<file path="src/rtl/thunderbird_pkg.sv">
// Shared definitions for the Thunderbird tail-lamp sequencer.
//   - state_t    : one-hot FSM state encoding (9 states)
//   - LAMP_*     : 6-bit lamp patterns, ordered {lc,lb,la,ra,rb,rc}
//   - BRAKE_L/R  : brake overlay masks for the left / right lamp banks
//   - lamp_decode: pattern for a given state with the brake overlay applied
package thunderbird_pkg;

    localparam int unsigned NUM_STATES = 9;

    typedef enum logic [NUM_STATES-1:0] {
        StIdle   = 9'b0_0000_0001,
        StL1     = 9'b0_0000_0010,
        StL2     = 9'b0_0000_0100,
        StL3     = 9'b0_0000_1000,
        StR1     = 9'b0_0001_0000,
        StR2     = 9'b0_0010_0000,
        StR3     = 9'b0_0100_0000,
        StHazOn  = 9'b0_1000_0000,
        StHazOff = 9'b1_0000_0000
    } state_t;

    // Bit order {lc,lb,la,ra,rb,rc}: outer-left to outer-right.
    localparam logic [5:0] LAMP_OFF = 6'b000_000;
    localparam logic [5:0] LAMP_ALL = 6'b111_111;
    localparam logic [5:0] LAMP_L1  = 6'b001_000;
    localparam logic [5:0] LAMP_L2  = 6'b011_000;
    localparam logic [5:0] LAMP_L3  = 6'b111_000;
    localparam logic [5:0] LAMP_R1  = 6'b000_100;
    localparam logic [5:0] LAMP_R2  = 6'b000_110;
    localparam logic [5:0] LAMP_R3  = 6'b000_111;

    localparam logic [5:0] BRAKE_L  = 6'b111_000;
    localparam logic [5:0] BRAKE_R  = 6'b000_111;

    function automatic logic [5:0] lamp_decode(input state_t s, input logic brake);
        logic [5:0] pat;
        pat = LAMP_OFF;
        unique case (s)
            StL1:    pat = LAMP_L1;
            StL2:    pat = LAMP_L2;
            StL3:    pat = LAMP_L3;
            StR1:    pat = LAMP_R1;
            StR2:    pat = LAMP_R2;
            StR3:    pat = LAMP_R3;
            StHazOn: pat = LAMP_ALL;
            default: pat = LAMP_OFF;
        endcase
        // Brake lights the bank not used for signalling; hazard states ignore it.
        if (brake) begin
            if (s == StIdle) begin
                pat = LAMP_ALL;
            end else if (s == StL1 || s == StL2 || s == StL3) begin
                pat = pat | BRAKE_R;
            end else if (s == StR1 || s == StR2 || s == StR3) begin
                pat = pat | BRAKE_L;
            end
        end
        return pat;
    endfunction

endpackage

</file>
<file path="src/rtl/tick_prescaler.sv">
// Free-running step prescaler.
//   clk   : system clock
//   reset : asynchronous active-high reset, count returns to 0
//   tick  : high for the one cycle where the count equals TICK_DIV-1
module tick_prescaler #(
    parameter int unsigned TICK_DIV = 4,
    parameter int unsigned CNT_W    = 24
) (
    input  logic clk,
    input  logic reset,
    output logic tick
);

    logic [CNT_W-1:0] r_count;
    logic             w_wrap;

    assign w_wrap = (r_count == CNT_W'(TICK_DIV - 1));
    assign tick   = w_wrap;

    always_ff @(posedge clk or posedge reset) begin
        if (reset) begin
            r_count <= '0;
        end else if (w_wrap) begin
            r_count <= '0;
        end else begin
            r_count <= r_count + 1'b1;
        end
    end

endmodule

</file>
<file path="src/rtl/taillight_sequencer.sv">
// Thunderbird tail-lamp sequencer: latches turn requests, arbitrates between
// left, right and hazard, steps the lamp pattern on prescaler ticks and
// applies the brake overlay.
//   clk, reset          : clock, asynchronous active-high reset
//   left, right         : turn requests (pulse or level), latched until served
//   hazard, brake       : level-sensitive requests
//   la/lb/lc, ra/rb/rc  : lamp drivers, inner to outer
//   busy                : high whenever the FSM is not idle
module taillight_sequencer
    import thunderbird_pkg::*;
#(
    parameter int unsigned TICK_DIV = 4,
    parameter int unsigned CNT_W    = 24
) (
    input  logic clk,
    input  logic reset,
    input  logic left,
    input  logic right,
    input  logic hazard,
    input  logic brake,
    output logic la,
    output logic lb,
    output logic lc,
    output logic ra,
    output logic rb,
    output logic rc,
    output logic busy
);

    state_t     r_state;
    state_t     w_next;
    logic       w_tick;
    logic       r_pend_l;
    logic       r_pend_r;
    logic       w_clr_l;
    logic       w_clr_r;
    logic [5:0] r_lamps;
    logic       r_busy;

    tick_prescaler #(
        .TICK_DIV (TICK_DIV),
        .CNT_W    (CNT_W)
    ) u_prescaler (
        .clk   (clk),
        .reset (reset),
        .tick  (w_tick)
    );

    always_comb begin
        w_next = r_state;
        if (w_tick) begin
            if (hazard && r_state != StHazOn && r_state != StHazOff) begin
                w_next = StHazOn;
            end else begin
                unique case (r_state)
                    StIdle: begin
                        if (r_pend_l && r_pend_r) begin
                            w_next = StHazOn;
                        end else if (r_pend_l) begin
                            w_next = StL1;
                        end else if (r_pend_r) begin
                            w_next = StR1;
                        end
                    end
                    StL1:     w_next = StL2;
                    StL2:     w_next = StL3;
                    StL3:     w_next = StIdle;
                    StR1:     w_next = StR2;
                    StR2:     w_next = StR3;
                    StR3:     w_next = StIdle;
                    StHazOn:  w_next = StHazOff;
                    StHazOff: w_next = hazard ? StHazOn : StIdle;
                    default:  w_next = StIdle;
                endcase
            end
        end
    end

    // On a tick, next==L1/R1/HazOn can only mean the state is being entered.
    assign w_clr_l = w_tick && (w_next == StL1 || w_next == StHazOn);
    assign w_clr_r = w_tick && (w_next == StR1 || w_next == StHazOn);

    always_ff @(posedge clk or posedge reset) begin
        if (reset) begin
            r_state  <= StIdle;
            r_pend_l <= 1'b0;
            r_pend_r <= 1'b0;
            r_lamps  <= LAMP_OFF;
            r_busy   <= 1'b0;
        end else begin
            r_state  <= w_next;
            // A still-held request re-arms the latch on the same edge it is served.
            r_pend_l <= left || (r_pend_l && !w_clr_l);
            r_pend_r <= right || (r_pend_r && !w_clr_r);
            r_lamps  <= lamp_decode(w_next, brake);
            r_busy   <= (w_next != StIdle);
        end
    end

    assign {lc, lb, la, ra, rb, rc} = r_lamps;
    assign busy = r_busy;

endmodule

</file>
<file path="config.mk">
export PLATFORM = sky130hd
export DESIGN_NAME = taillight_sequencer
export DESIGN_NICKNAME = d
export VERILOG_FILES = /design/src/rtl/thunderbird_pkg.sv /design/src/rtl/tick_prescaler.sv /design/src/rtl/taillight_sequencer.sv
export SDC_FILE = /design/constraint.sdc
export NUM_CORES = 1
export LEC_CHECK = 0
export BUFFER_PORTS_ARGS = -buffer_cell sky130_fd_sc_hd__buf_4
export CORE_MARGIN = 5
export CORE_UTILIZATION = 60
export CTS_BUF_LIST = sky130_fd_sc_hd__clkbuf_4
export DETAILED_ROUTE_END_ITERATION = 10
export PLACE_DENSITY_LB_ADDON = 0.08
export SLEW_MARGIN = 10
export SYNTH_ARGS = -nofsm -noshare
export SYNTH_HDL_FRONTEND = slang
export SYNTH_SLANG_ARGS = --single-unit
</file>
<file path="constraint.sdc">
create_clock -name clk -period 3.18 [get_ports clk]
set_clock_uncertainty 0.2 [all_clocks]
set_input_delay 0.318 -clock clk [delete_from_list [all_inputs] [get_ports clk]]
set_output_delay 0.318 -clock clk [all_outputs]
set_load 0.01 [all_outputs]
</file>
[Yosys cells after proc, flatten, opt, wreduce, memory -nomap -nowiden]
Index checks and enable logic that the tools add are counted.
Storage, ports and cells
  word-level logic and storage cells: 56
  bits in registers: 42
Cells by class
  add/subtract/negate cells: 1
  multiplexer cells: 13
  reduce and logical (&&, ||, !) cells: 17
  equal/unequal tests: 19
Operators by type and width (number)
  one-hot mux 9 bit (7 select lines): 1
  two-way mux 9 bit: 5
  one-hot mux 6 bit (7 select lines): 1
  adder 24 x 1 -> 24 bit, second input constant: 1
  == test 24 x 2 -> 1 bit, second input constant: 1
  two-way mux 24 bit: 1
  two-way mux 6 bit: 4
  == test 9 x 1 -> 1 bit, second input constant: 2
  == test 9 x 2 -> 1 bit, second input constant: 2
  == test 9 x 3 -> 1 bit, second input constant: 2
  == test 9 x 5 -> 1 bit, second input constant: 2
  == test 9 x 6 -> 1 bit, second input constant: 2
  == test 9 x 8 -> 1 bit, second input constant: 2
  == test 9 x 4 -> 1 bit, second input constant: 1
  == test 9 x 7 -> 1 bit, second input constant: 1
  == test 9 bit, second input constant: 1
  != test 9 x 1 -> 1 bit, second input constant: 1
  != test 9 x 8 -> 1 bit, second input constant: 1
  != test 9 bit, second input constant: 1
  logical OR 1 bit: 8
  two-way mux 8 bit: 1
  logical AND 1 bit: 7
  zero test 1 bit: 2

[Logic depth before layout (Yosys ltp)]
Gate-level depths: netlist of the first run.
  depth after elaboration: 13
  gate-level depth with buffers: 11
  gate-level depth less buffers: 10

[Cells and area by module]
Synthesis of the first run repeated with hierarchy kept, for this count alone.
Unflattened totals
  cells, all modules: 244
  area, all modules: 2453.6 sq um
By module, submodules not included
  taillight_sequencer: area each 1332.5 sq um, cells each 148, times used 1
  tick_prescaler: area each 1121.1 sq um, cells each 96, times used 1

[Worst setup path before layout of the first run]
OpenSTA, ideal clock, no wires.
  kind: flip-flop to flip-flop
  start point: register u_prescaler.r_count[0]
  end point: register r_lamps[1]
  library setup time: 135 ps
  arrival: 2295 ps
  slack: 550 ps
  buffers on the path: 2
  cell stages (with the launch flop): 12
  clock period less this slack: 2630 ps
  cell sequence: dfrtp_1 > ha_1 > nor4b_2 > nand4_1 > or2_1 > buf_2 > buf_2 > a221oi_1 > a21oi_1 > o21a_1 > o2111ai_1 > nand3_1
Between the ends
  word-level cells in the longest chain between the ends: 8
  elaborated cells between the ends (all ways): 17
  those cells by class: 9 x eq/ne; 6 x mux; 2 x reduce/logical
RTL lines
  start, declared: RTL line tick_prescaler.sv:14  | logic [CNT_W-1:0] r_count;
  start signal, assigned: RTL line tick_prescaler.sv:26  | r_count <= r_count + 1'b1;
  == test 24 x 2 -> 1 bit (*): RTL line tick_prescaler.sv:17  | assign w_wrap = (r_count == CNT_W'(TICK_DIV - 1));
  two-way mux 9 bit (*): RTL line taillight_sequencer.sv:51  | if (w_tick) begin
  == test 9 x 8 -> 1 bit (tied with other cells): RTL line thunderbird_pkg.sv:38  | unique case (s)
  one-hot mux 6 bit (7 select lines) / logical OR 1 bit (equally long branches): RTL line thunderbird_pkg.sv:38, thunderbird_pkg.sv:52
  two-way mux 6 bit / logical OR 1 bit (equally long branches): RTL line thunderbird_pkg.sv:54, thunderbird_pkg.sv:52
  two-way mux 6 bit: RTL line thunderbird_pkg.sv:52  | end else if (s == StL1 || s == StL2 || s == StL3) begin
  two-way mux 6 bit: RTL line thunderbird_pkg.sv:50  | if (s == StIdle) begin
  two-way mux 6 bit (*): RTL line thunderbird_pkg.sv:49  | if (brake) begin
  end signal, assigned: RTL line taillight_sequencer.sv:95  | r_lamps <= lamp_decode(w_next, brake);
  end, declared: RTL line taillight_sequencer.sv:37  | logic [5:0] r_lamps;
Mark *: on every way between the ends. The rest lies on a longest branch, timed or not.

[Worst setup path after layout of the first run]
  start point: register u_prescaler.r_count[0]
  end point: register r_lamps[3]
Between the ends
  word-level cells in the longest chain between the ends: 9
  elaborated cells between the ends (all ways): 19
  those cells by class: 9 x eq/ne; 6 x mux; 4 x reduce/logical
RTL lines (RTL line)
  == test 24 x 2 -> 1 bit (*): tick_prescaler.sv:17
  two-way mux 9 bit (*): taillight_sequencer.sv:51
  parallel branches: the longest is 6 deep, another holds == test 9 x 8 -> 1 bit
  two-way mux 6 bit (*): thunderbird_pkg.sv:49
Mark *: on every way between the ends.

==> results of run 1 <==
[registers in the layout, summed over array words and instances (netlist names)]
name	flops
r_lamps	6
r_pend_r	1
busy	1
r_pend_l	1
u_prescaler.r_count	24
r_state	9
[placed cells by master, fill, tap and decap left out, types with 8 or more instances in the layout]
cell,n
nand3_1,19
dfrtp_1,41
nor3_1,8
nor2_1,19
inv_1,8
xnor2_1,17
nand2_1,25
xor2_1,9
buf_4,18
o21ai_0,11
[worst min-delay path: stages]
cell     delay (ns)
buf_4          0.09
o21ai_2        0.06
nand3_1        0.06
[kinds of logic after synthesis]
group	count (synthesis)	share of synthesized area [%]
AOI/OAI and AO/OA	42	14.87
adders and majority gates	1	0.5143
muxes	3	1.337
xor gates and xnor gates	26	9.362
buffers and inverters	20	3.755
and+or+nand+nor	113	26.90
DFF	42	43.26
[Yosys cell counts (2+ instances only)]
cell type	number
o21ai_0	11
nor4_1	6
inv_1	8
or3_1	2
nand4b_1	2
xnor2_1	17
nand3_1	19
dfrtp_1	41
and3_1	6
o21ai_2	2
or4b_1	2
a41oi_1	2
nand2_1	25
clkbuf_1	2
inv_2	2
a31oi_2	2
nor4b_2	2
nor2_1	19
xor2_1	9
o21ai_1	3
o31a_1	2
nand4_1	6
buf_2	6
a211o_1	2
nor3_1	8
[per-layer routing]
| layer | routed length [microns] | vias to the layer above | part of all wire, % | track usage (%) |
|---|---|---|---|---|
| met1 | 2125 | 909 | 41 | 27.27 |
| li1 | - | 940 | - | - |
| met3 | 323 | 25 | 6.2 | 5.198 |
| met5 | 0 | - | 0 | 0 |
| met2 | 2513 | 85 | 49 | 33.37 |
| met4 | 207 | 0 | 4.0 | 10.87 |
[final timing paths]
path	from	to	slack (ns)	depth (start not counted)
max	u_prescaler.r_count[0]	r_lamps[3]	0.22	10
min	brake	r_lamps[4]	0.01	3
max reg2reg	u_prescaler.r_count[0]	r_lamps[3]	0.22	10
min reg2reg	u_prescaler.r_count[23]	u_prescaler.r_count[23]	0.29	1
max in group asynchronous	reset	u_prescaler.r_count[18]	1.65	4
min in group asynchronous	reset	r_pend_l	0.38	3
[cell type report]
type                    instances  area, sq um  area share, %
multi-input cells             185         1295          48.25
flip-flops and latches         42         1052          39.21
repair buffers                 21        165.2          6.154
well taps                      50        62.56          2.331
clock buffers                   5        37.54          1.399
inverters                      10        37.54          1.399
clock inverters                 2        33.78          1.259
[through the flow]
step	cell area [sq um]	setup WS, ns	total power, mW	instances	utilization (%)
finish	2684	0.2165	1.570	315	67.58
global route	2684	0.003883	1.667	315	67.58
CTS	2678	0.1658	1.570	315	67.42
detailed placement	2576	0.2406	1.243	305	64.87
global placement	2576	0.3060	1.243	305	64.87
floorplan	2432	0.5504	1.096	247	-
[power by group through the flow]
| stage | clock network, mW | registers (mW) | logic (mW) |
|---|---|---|---|
| floorplan | 0 | 0.662 | 0.434 |
| global placement | 0 | 0.685 | 0.557 |
| detailed placement | 0 | 0.683 | 0.560 |
| CTS | 0.333 | 0.674 | 0.564 |
| global route | 0.356 | 0.685 | 0.626 |
| finish | 0.326 | 0.676 | 0.567 |
[repair_timing]
action,4_1_cts,5_1_grt
resized for setup,0,2
hold endpoints to repair,17,0
hold buffers,3,0
setup endpoints to repair,0,4
==> out/qor.yml, run 1 <==
die:
  ios: 13
  die_w_microns: 73.67
  dieArea_sq_mm: 0.005427
  core-area_sq_mm: 0.003971
  die_h_microns: 73.67
  initial_core_util_pct: 61.25
  rows: 23
synth:
  synth-main-ff-cell: "dfrtp_1"
  yosysTopAreaCellShare_pct: 42.18
  ys_types: 66
  synthTopCellsByArea: "dfrtp_1, xnor2_1, nand3_1"
  synth_edf_count: 0
  yosysTopAreaCell: "dfrtp_1"
  ys_warn_count: 0
  synth_seq_area_share_pct: 43.26
  syn_inst: 247
  ys_ff_latch: 42
  synthArstFlopShare_pct: 100.0
  syn_avg_cell_area_sq_um: 9.848
  synth_fp_nets: 254
  mappedNetlistArea_sq_mm: 0.002432
min_path:
  min_path_type: "primary input to flip-flop"
worst_setup_path:
  cp_common_cell: "nor4b_2"
  critPathRequiredTime_ns: 3.26
  worst_setup_path_start_kind: "flip-flop"
  crit_fanout: 11
  crit_path_end_kind: "flip-flop"
  critPathSlowestCell: "or4b_1"
  path_cells: "ha_1 > nor4b_2 > nand4_1 > buf_4 > or4b_1 > o21ai_1 > nor4b_2 > o211a_2 > o21ai_2 > nand3_1"
  path_class: "flip-flop to flip-flop"
  worst_ep_arrival_time_ns: 3.05
  cp_slowest_stage_delay_ns: 0.51
  crit_buf_inv: 1
  crit_family: "simple AND/OR/NAND/NOR gates"
global_routing:
  antenna_found_initial: 0
  track_usage_pct: 21.31
  grt_max_degree: 27
  grt_pass1_wl_mm: 8.866
  grt_overflow: 0
  grt_pass1_vias: 1875
cts:
  post-cts-setup-buffers: 0
  cts.clk_slew.worst_paths_ns: 0.11
  root_buffer: "clkbuf_4"
  cts_sinks: 42
  clk_path_buf_depth: 2
  cts_buffers: 5
  htree_levels: 2
  tritoncts: "yes"
  clk_latency_ns: 0.35
timing:
  slew_headroom_pct: 60.18
  timing.final.crit_period_ns: 2.963
  fin_tns_setup_ns: 0
  grt_setup_unrepaired: "no"
  min_period_over_period_pct: 93.19
  slew_violations: 0
  max_freq_mhz: 337.4
  worstMarginPinSlew_ns: 0.5966
  hold_slack_ns: 0.01260
  hold_violations: 0
  setup_violations: 0
placed_design:
  dp_hpwl_mm: 3.798
  io_buffers: 12
  gp_congestion: 0.9776
pwr:
  seq_power_share_pct: 43.1
  p_per_area_mw_per_mm2: 584.8
  p_comb_share_pct: 36.2
  p_leak_nw: 1.175
  p_int_mw: 1.011
  p_sw_mw: 0.5587
  p_clk_share_pct: 20.8
  ir_worst_vdd_uv: 304.0
  switching_share_pct: 35.60
routing:
  via_per_inst: 6.219
  routed_wl_mm: 5.169
  num_vias: 1959
  drc: 0
  firstDrtPassIters: 4
  dr.first_iter.drc_count: 129
  wl_per_cell_microns: 16.41
  drtAntennaViolNets: 0
layout:
  syn_to_final_growth_pct: 10.34
  fill_cells: 309
  antenna_cells: 0
  drive_above_1_share_pct: 18.49
  final_net_count: 272
flow_run:
  maxCapViolCount: 0
run_status:
  status: "finished clean"
Note: power is estimated with default switching activity, not from simulation.
==> run 2, diff against run 1 <==
--- a/config.mk
+++ b/config.mk
@@ -5,11 +5,11 @@
 export SDC_FILE = /design/constraint.sdc
 export NUM_CORES = 1
 export LEC_CHECK = 0
-export BUFFER_PORTS_ARGS = -buffer_cell sky130_fd_sc_hd__buf_4
 export CORE_MARGIN = 5
 export CORE_UTILIZATION = 60
 export CTS_BUF_LIST = sky130_fd_sc_hd__clkbuf_4
 export DETAILED_ROUTE_END_ITERATION = 10
+export DONT_BUFFER_PORTS = 1
 export PLACE_DENSITY_LB_ADDON = 0.08
 export SLEW_MARGIN = 10
 export SYNTH_ARGS = -nofsm -noshare
==> run 2 against run 1 <==
  * Sequential share of layout area increased by 0.94 points
  * Final area decreased by 2.3%
  * Register-to-register slack better by 0.03 ns
  * Clock power shrank 17%
  * Non-clock buffer count is 8 lower
  * Critical path depth increased by 1
  * Largest cell class unchanged
==> out/qor.yml, run 2 (synthesized netlist as in run 1, its figures left out) <==
pwr:
  ir_worst_vdd_uv: 338.0  # was 304.0 uV
  p_clk_share_pct: 18.0  # was 20.8%
  p_int_mw: 0.9240  # was 1.011 mW
  switching_share_pct: 38.57  # was 35.60%
  finalPower_mw: 1.504  # was 1.570 mW
  p_leak_nw: 1.135  # was 1.175 nW
  p_comb_share_pct: 35.2  # was 36.2%
  p_sw_mw: 0.5800  # was 0.5587 mW
  seq_power_share_pct: 46.9  # was 43.1%
  p_per_area_mw_per_mm2: 573.8  # was 584.8 mW/mm^2
global_routing:
  grt_pass1_vias: 1975  # was 1875
  grt_pass1_wl_mm: 9.480  # was 8.866 mm
  antenna_found_initial: 0  # unchanged
  track_usage_pct: 22.85  # was 21.31%
  grt_overflow: 0  # unchanged
  grt_max_degree: 25  # was 27
layout:
  final_cell_mix: "dfrtp_1, nand2_1, nor2_1, nand3_1, xnor2_1"  # was dfrtp_1, nand2_1, nor2_1, nand3_1, buf_4
  top_register: "u_prescaler.r_count"  # unchanged
  final_net_count: 264  # was 272
  antenna_cells: 0  # unchanged
  fill_cells: 321  # was 309
  largest_reg_flops: 24  # unchanged
  largestRegisters: "u_prescaler.r_count: 24 flops, r_state: 9 flops, r_lamps: 6 flops"  # unchanged
  syn_to_final_growth_pct: 7.767  # was 10.34%
  drive_above_1_share_pct: 16.28  # was 18.49%
  stdcell_area_sq_mm: 0.002621  # was 0.002684 sq mm
  final_common_cell: "dfrtp_1"  # unchanged
worst_setup_path:
  crit_cells: 11  # was 10
  rr_startpoint: "u_prescaler.r_count[0]"  # unchanged
  rr_worst_depth: 11  # was 10
  reg2reg_slack_ns: 0.24  # was 0.22 ns
  worst_ep_arrival_time_ns: 3.04  # was 3.05 ns
  crit_path_end_kind: "flip-flop"  # unchanged
  critPathRequiredTime_ns: 3.28  # was 3.26 ns
  path_class: "flip-flop to flip-flop"  # unchanged
  worst_setup_path_start_kind: "flip-flop"  # unchanged
  reg2reg_to: "r_lamps[4]"  # was r_lamps[3]
  path_cells: "ha_2 > nor4b_2 > nand4_1 > buf_4 > or2_4 > o22ai_1 > inv_2 > a211o_1 > a211oi_2 > o21ai_2 > nand3_1"  # was ha_1 > nor4b_2 > nand4_1 > buf_4 > or4b_1 > o21ai_1 > nor4b_2 > o211a_2 > o21ai_2 > nand3_1
  cp_slowest_stage_delay_ns: 0.44  # was 0.51 ns
  crit_family: "compound AO/OA/AOI/OAI gates"  # was simple AND/OR/NAND/NOR gates
  crit_fanout: 11  # unchanged
  crit_buf_inv: 2  # was 1
  critPathSlowestCell: "dfrtp_1"  # was or4b_1
routing:
  routed_wl_mm: 5.580  # was 5.169 mm
  drtAntennaViolNets: 0  # unchanged
  wl_per_cell_microns: 18.12  # was 16.41 microns
  firstDrtPassIters: 5  # was 4
  via_per_inst: 6.429  # was 6.219
  drc: 0  # unchanged
  num_vias: 1980  # was 1959
  dr.first_iter.drc_count: 105  # was 129
die:
  rows: 23  # unchanged
  die_w_microns: 73.67  # unchanged
  dieArea_sq_mm: 0.005427  # unchanged
  ios: 13  # unchanged
  die_h_microns: 73.67  # unchanged
  core-area_sq_mm: 0.003971  # unchanged
  initial_core_util_pct: 61.25  # unchanged
timing:
  grt_setup_unrepaired: "no"  # unchanged
  slew_violations: 0  # unchanged
  hold_violations: 0  # unchanged
  setup_violations: 0  # unchanged
  min_period_over_period_pct: 92.36  # was 93.19%
  max_freq_mhz: 340.5  # was 337.4 MHz
  hold_slack_ns: 0.04113  # was 0.01260 ns
  worstMarginPinSlew_ns: 0.8735  # was 0.5966 ns
  fin_tns_setup_ns: 0  # unchanged
  slew_headroom_pct: 41.70  # was 60.18%
  timing.final.crit_period_ns: 2.937  # was 2.963 ns
  timing.final.ws_setup_ns: 0.2431  # was 0.2165 ns
placed_design:
  gp_congestion: 1.014  # was 0.9776
  io_buffers: 0  # was 12
  place_ws_ns: 0.07437  # was 0.2406 ns
  dp_hpwl_mm: 4.116  # was 3.798 mm
  placed_cell_area_sq_mm: 0.002486  # was 0.002576 sq mm
cts:
  tritoncts: "yes"  # unchanged
  clk_path_buf_depth: 2  # unchanged
  cts_buffers: 5  # unchanged
  cts.clk_slew.worst_paths_ns: 0.13  # was 0.11 ns
  cts_sinks: 42  # unchanged
  clk_latency_ns: 0.35  # about the same
  htree_levels: 2  # unchanged
  root_buffer: "clkbuf_4"  # unchanged
min_path:
  min_from: "hazard"  # was brake
  hold_end: "r_state[2]"  # was r_lamps[4]
  min_path_type: "primary input to flip-flop"  # unchanged
  hold_path_depth: 3  # unchanged
run_status:
  status: "finished clean"  # unchanged
flow_run:
  maxCapViolCount: 0  # unchanged
-- run 2: cell count changes in the layout (fill, tap and decap cells not counted), sizes merged --
| cell | before | now |
|---|---|---|
| clkbuf | 5 | 6 |
| bufinv | 1 | 0 |
| buf | 18 | 9 |
| clkinv | 1 | 2 |
| dlygate4sd3 | 3 | 4 |
-- run 2: repair_timing --
item	in CTS	in global routing
resized for setup	0	3
hold buffers	4	0
endpoints found under the setup margin	0	7
endpoints found under the hold margin	31	0
buffers inserted	0	3
-- run 2: tightest hold or removal path: cells and delay by family --
| kind | cells | cell delay, ns |
|---|---|---|
| AO/OA/AOI/OAI | 1 | 0.10 |
| AND/OR/NAND/NOR | 2 | 0.12 |
-- run 2: area by class of cell --
class | count | area, sq um | area share, %
well taps | 50 | 62.56 | 2.387
clock buffers | 6 | 45.04 | 1.718
inverters | 10 | 37.54 | 1.432
repair buffers | 13 | 107.6 | 4.105
clock inverters | 2 | 13.76 | 0.5251
flip-flops and latches | 42 | 1052 | 40.14
multi-input cells | 185 | 1303 | 49.69
-- run 2: worst max path at each step --
stage / start / endpoint / slack (ns)
floorplan: u_prescaler.r_count[0] / r_lamps[1] / 0.55
global placement: u_prescaler.r_count[0] / r_lamps[3] / 0.25
detailed placement: u_prescaler.r_count[0] / r_lamps[5] / 0.07
CTS: u_prescaler.r_count[0] / r_lamps[5] / 0.06
global route: u_prescaler.r_count[0] / r_lamps[4] / 0.04
finish: u_prescaler.r_count[0] / r_lamps[4] / 0.24
-- run 2: per-layer routing --
layer	global-route usage, %	routed length (microns)	vias to the layer above
li1	-	-	919
met1	26.73	2286	976
met2	39.67	2928	66
met3	5.062	230	19
met4	10.26	135	0
met5	0	0	-
-- run 2: power groups by stage --
stage | clock network (mW) | logic [mW] | registers [mW]
final | 0.270 | 0.529 | 0.705
after global placement | 0 | 0.473 | 0.713
after floorplan | 0 | 0.434 | 0.662
after detailed placement | 0 | 0.484 | 0.714
after CTS | 0.277 | 0.490 | 0.703
after global routing | 0.302 | 0.585 | 0.709
-- run 2: through the flow --
stage | std cells | utilization, %
2_1_floorplan | 247 | -
3_3_place_gp | 293 | 62.60
3_5_place_dp | 293 | 62.60
4_1_cts | 305 | 65.09
5_1_grt | 308 | 66.01
6_report | 308 | 66.01
